===== config.mk =====
export PLATFORM = sky130hd
export DESIGN_NAME = reg_file
export DESIGN_NICKNAME = d
export VERILOG_FILES = /design/src/rtl/reg_file.sv
export SDC_FILE = /design/constraint.sdc
export NUM_CORES = 2
export LEC_CHECK = 0
export ABC_AREA = 0
export BUFFER_PORTS_ARGS = -buffer_cell sky130_fd_sc_hd__buf_2
export CORE_ASPECT_RATIO = 1.25
export CORE_MARGIN = 3
export CORE_UTILIZATION = 57
export CTS_BUF_LIST = sky130_fd_sc_hd__clkbuf_4 sky130_fd_sc_hd__clkbuf_8 sky130_fd_sc_hd__clkbuf_16
export DETAILED_ROUTE_END_ITERATION = 10
export GPL_ROUTABILITY_DRIVEN = 0
export PLACE_DENSITY = 0.83
export REMOVE_ABC_BUFFERS = 1
export SKIP_CTS_REPAIR_TIMING = 1
export SLEW_MARGIN = 20
export SYNTH_ARGS = -nofsm -noshare
export SYNTH_HDL_FRONTEND = slang
export SYNTH_SLANG_ARGS = --single-unit

===== constraint.sdc =====
create_clock -name clk -period 3.86 [get_ports clk]
set_input_delay 0.579 -clock clk [delete_from_list [all_inputs] [get_ports clk]]
set_output_delay 0.579 -clock clk [all_outputs]
set_load 0.05 [all_outputs]

===== src/rtl/reg_file.sv =====
// reg_file: 2**ADDR_W x DATA_W register file, two async reads, one write.
// Register 0 is hard-wired to zero.
//
// Ports:
//   reg1o, reg2o : read data, ports 1 and 2 (combinational)
//   reg1n, reg2n : read indices, ports 1 and 2
//   wregn, wdata : write index and data
//   wen          : write enable, active-high
//   clk          : clock, rising edge
//   reset        : synchronous clear, active-low
//
// Build option: define REGFILE_BYPASS_EN to forward wdata to a read
// port whose index matches a write taking effect on the next edge.
module reg_file #(
  parameter int DATA_W = 32,
  parameter int ADDR_W = 5
) (
  output logic [DATA_W-1:0] reg1o,
  output logic [DATA_W-1:0] reg2o,
  input  logic [ADDR_W-1:0] reg1n,
  input  logic [ADDR_W-1:0] reg2n,
  input  logic [ADDR_W-1:0] wregn,
  input  logic [DATA_W-1:0] wdata,
  input  logic              wen,
  input  logic              clk,
  input  logic              reset
);

  localparam int NREG = 2**ADDR_W;

  logic [DATA_W-1:0] regs [NREG];
  logic              wr_go;

  // Strict compare keeps an X enable from writing.
  assign wr_go = (wen === 1'b1) && (wregn != '0);

  always_ff @(posedge clk) begin
    if (!reset) begin
      for (int i = 0; i < NREG; i++)
        regs[i] <= '0;
    end else if (wr_go) begin
      regs[wregn] <= wdata;
    end
  end

  logic [DATA_W-1:0] rd1;
  logic [DATA_W-1:0] rd2;

  // Index 0 is forced so it never depends on array contents.
  assign rd1 = (reg1n == '0) ? '0 : regs[reg1n];
  assign rd2 = (reg2n == '0) ? '0 : regs[reg2n];

`ifdef REGFILE_BYPASS_EN
  logic fwd_ok;

  assign fwd_ok = wr_go && reset;

  always_comb begin
    reg1o = rd1;
    reg2o = rd2;
    if (fwd_ok && (reg1n == wregn))
      reg1o = wdata;
    if (fwd_ok && (reg2n == wregn))
      reg2o = wdata;
  end
`else
  always_comb begin
    reg1o = rd1;
    reg2o = rd2;
  end
`endif

endmodule


Word-level counts from Yosys, hierarchy flattened
Memories as Yosys holds them, arrays and structs flattened.
Index checks and enable logic that the tools add are counted.
- eq/ne operators: 1
- mux-type cells: 9
- reduce and logical (&&, ||, !) cells: 5
- operators with widths (operator ; count):
    32-bit two-way mux ; 3
    32-bit OR reduction ; 1
    5-bit logical NOT ; 2
    1-bit two-way mux ; 5
    5-bit two-way mux ; 1
    5-bit nonzero test ; 1
    1-bit case equality test, second input constant ; 1
    1-bit logical AND ; 1
- register bits after elaboration: 0
- RAM bits: 1024
- bits of input ports: 50
- memories kept: 1
- memories (name ; depth ; bits a word ; read ports ; clocked after memory_dff ; write ports ; line ; source):
    regs ; 32 ; 32 ; 2 ; 0 ; 32 ; 31 ; logic [DATA_W-1:0] regs [NREG];

Logic depth before layout (Yosys ltp)
- depth after elaboration: 7
- gate-level depth with buffers: 9
- mapped depth without buffers: 4

Least setup slack after synthesis
Ideal clock, no wire load.
- kind: in2out
- start point: input port reg2n[0]
- end point: output port reg2o[30]
- arrival: 3.900 ns
- data required time: 3.281 ns
- path slack: -0.619 ns
- cell stages on the path: 6
- path through: clkbuf_2 -> buf_6 -> buf_4 -> mux4_2 -> mux2i_1 -> a2111oi_0
- cells in the longest elaborated chain, start to end: 2
- ends and longest elaborated chain (element ; line ; source):
    from (decl) ; 21 ; input logic [ADDR_W-1:0] reg2n,
    memory read 32 x 32 bit or 5-bit logical NOT (tied branches) ; -- ;
    32-bit two-way mux * ; 51 ; assign rd2 = (reg2n == '0) ? '0 : regs[reg2n];
    to (decl) ; 19 ; output logic [DATA_W-1:0] reg2o,
Mark *: on every way between the ends. The rest lies on a longest branch, timed or not.

==> reports/qor.yml <==
crit_path_start: "regs[15][31]"
power_frac_clock: 0.366
cp_max_fo: 2
comb_power_share: 0.139
hp-start: "wdata[2]"
remaining_drc_errors: 0
largest_reg_flops: 1024
synthesis.instances: 3507
powerDensity_mw_per_mm2: 437
coreArea_sq_mm: 0.0937
relSlewSlack: 0.161
final_layout_size_suffix_gt1_frac: 0.299
ant_nets: 0
final_cell_area_sq_mm: 0.0610
timing.final.hold_violations: 0
grt_pass1_vias: 36145
ctsHtreeMaxLevel: 3
path_depth: 5
rsz0062_at_grt: "no"
status: "finished with violations"
clockBufferDepth: 3
die_w_um: 282
biggestRegsByFlops: "regs: 1024 flops"
fin_nets: 3667
ioPinCount: 114
fin_ws_ns: -0.0204
yosys-top-cells-count: "edfxtp_1 (1024), and2_1 (995), mux4_2 (472)"
regMostFlops: "regs"
critPathKind: "flip-flop to primary output"
overflow: 0
cpLargestDelayFamily: "compound AO/OA/AOI/OAI gates"
clock.fmax_mhz: 258
cts_inserted_buffers: 94
synth_async_sr_flop_share: 0
cp_cell_sequence: "mux4_2 -> a22o_1 -> a2111oi_0 -> nor3_1 -> buf_2"
cpPeakStageDelay_ns: 0.97
hold-path-cell-count: 2
synth_top_area_share: 0.567
clk_pin_slew_ns: 0.07
setup_viol: 1
finalPower_mw: 26.7
yosys.cell_types.count: 44
swShare: 0.254
clock_sinks: 1024
synth_seq_cells: 1024
seq_power_share: 0.495
maxSlewViolCount: 0
start_kind: "flip-flop"
dp_hpwl_mm: 106
yosys_warnings: 0
cp.required_ns: 3.28
grt_max_degree: 45
synth_ff_type: "edfxtp_1"
start_util: 0.579
max-vdd-ir-drop_mv: 0.388
std_cell_rows: 125
drt-total-wl_mm: 167
internal_power_mw: 19.9
dr.pass1.iters: 6
post_drt_wl_per_cell_um: 34.0
synth_top_area_cell: "edfxtp_1"
fill_cells: 6020
ys_seq_area_frac: 0.567
violations: "setup timing"
cpMaxStageDelayCell: "a2111oi_0"
critPathBufInv: 1
dpl_cell_area_sq_mm: 0.0578
die-area_sq_mm: 0.0989
period_needed_ns: 3.88
cap_violations: 0
syn_avg_cell_area_sq_um: 15.5
hp-class: "primary input to flip-flop"
dieHeight_um: 351
finalCritPeriodShare: 1.01
netlist_area_sq_mm: 0.0542
synth_edf_count: 1024
holdWs_ns: 0.516
post-synth-top-count-cell: "edfxtp_1"
p_leak_nw: 21.2
crit_arrival_ns: 3.30
portBuffers: 113
syn2layout_area_growth_pct: 12.6
drt_iter0_markers: 5558
num_vias: 35470
endpoint_kind: "primary output"
antenna_found_initial: 19
root_buffer: "clkbuf_16"
ys_top_cells_by_area: "edfxtp_1 (57%), mux4_2 (20%), and2_1 (11%)"
cts_tree: "yes"
grt_pass1_wl_mm: 241
track_usage: 0.340
worst-slew-pin-transition_ns: 1.25
viasPerCell: 7.23
power.switching_mw: 6.77
==> power groups by stage <==
stage               clock, mW  sequential [mW]  combinational, mW
floorplan                   0             13.3               1.94
global placement            0             13.3               3.54
detailed placement          0             13.4               3.60
CTS                      9.72             13.2               3.62
global route             10.2             13.2               3.80
finish                   9.75             13.2               3.71
==> cells in the final DEF, fill, tap and decap left out, types with 6 or more instances in the layout <==
cell	Yosys	routed
a2111oi_0	23	16
a2111oi_1	32	38
a211oi_1	7	7
a21oi_1	12	12
a22o_1	51	51
a22oi_1	16	16
and2_1	995	994
buf_12	0	60
buf_2	35	100
buf_4	44	207
bufinv_16	0	12
clkbuf_16	0	97
clkbuf_4	0	15
clkinv_1	0	18
clkinv_2	0	13
clkinvlp_4	0	12
conb_1	1	32
diode_2	0	6
edfxtp_1	1024	1024
mux2_2	30	30
mux2i_1	150	150
mux4_2	472	472
nand2_1	9	9
nor2_2	0	31
nor2b_1	14	12
nor3_1	54	54
o21ai_4	0	31
o22ai_1	103	103
==> area by class of cell <==
| type | count | area [sq um] | area share |
|---|---|---|---|
| Sequential cell | 1024 | 30700 | 0.504 |
| Inverter | 3 | 12.5 | 0.000205 |
| Timing Repair Buffer | 372 | 3320 | 0.0544 |
| Clock inverter | 62 | 651 | 0.0107 |
| Multi-Input combinational cell | 2122 | 22200 | 0.364 |
| Antenna cell | 6 | 15.0 | 0.000246 |
| Clock buffer | 112 | 2540 | 0.0416 |
| Tap cell | 1206 | 1510 | 0.0247 |
==> kinds of logic (layout without fill, tap and decap cells) <==
group                  Yosys count  count (layout)  synth area share
AND/OR/NAND/NOR               1148            1148             0.130
flip-flops                    1024            1024             0.567
multiplexers                   652             652             0.230
buffers and inverters          392             549            0.0339
AO/OA/AOI/OAI                  290             290            0.0392
other                            1              38         0.0000692
==> final timing paths <==
path | endpoint | slack (ns)
max | reg2o[31] | -0.02
min | regs[29][2] | 0.52
==> routing by layer <==
layer	part of all wire	vias to the layer above	GRT usage
met5	0.00074	-	0
met1	0.31	17489	0.415
met2	0.48	3364	0.546
met3	0.14	780	0.0862
li1	-	13819	-
met4	0.073	18	0.217
==> per-stage QoR <==
stage                     utilization  setup WS (ns)  TNS, ns  cells
final                           0.652        -0.0204  -0.0204   4907
after CTS                       0.651         -0.139   -0.139   4899
after floorplan                     -          -1.17   -43.43   3149
after global routing            0.651         0.0143        0   4902
after global placement          0.617         -0.104   -0.104   4724
after detailed placement        0.617         -0.121   -0.121   4725
Note: power is estimated with default switching activity, not from simulation.
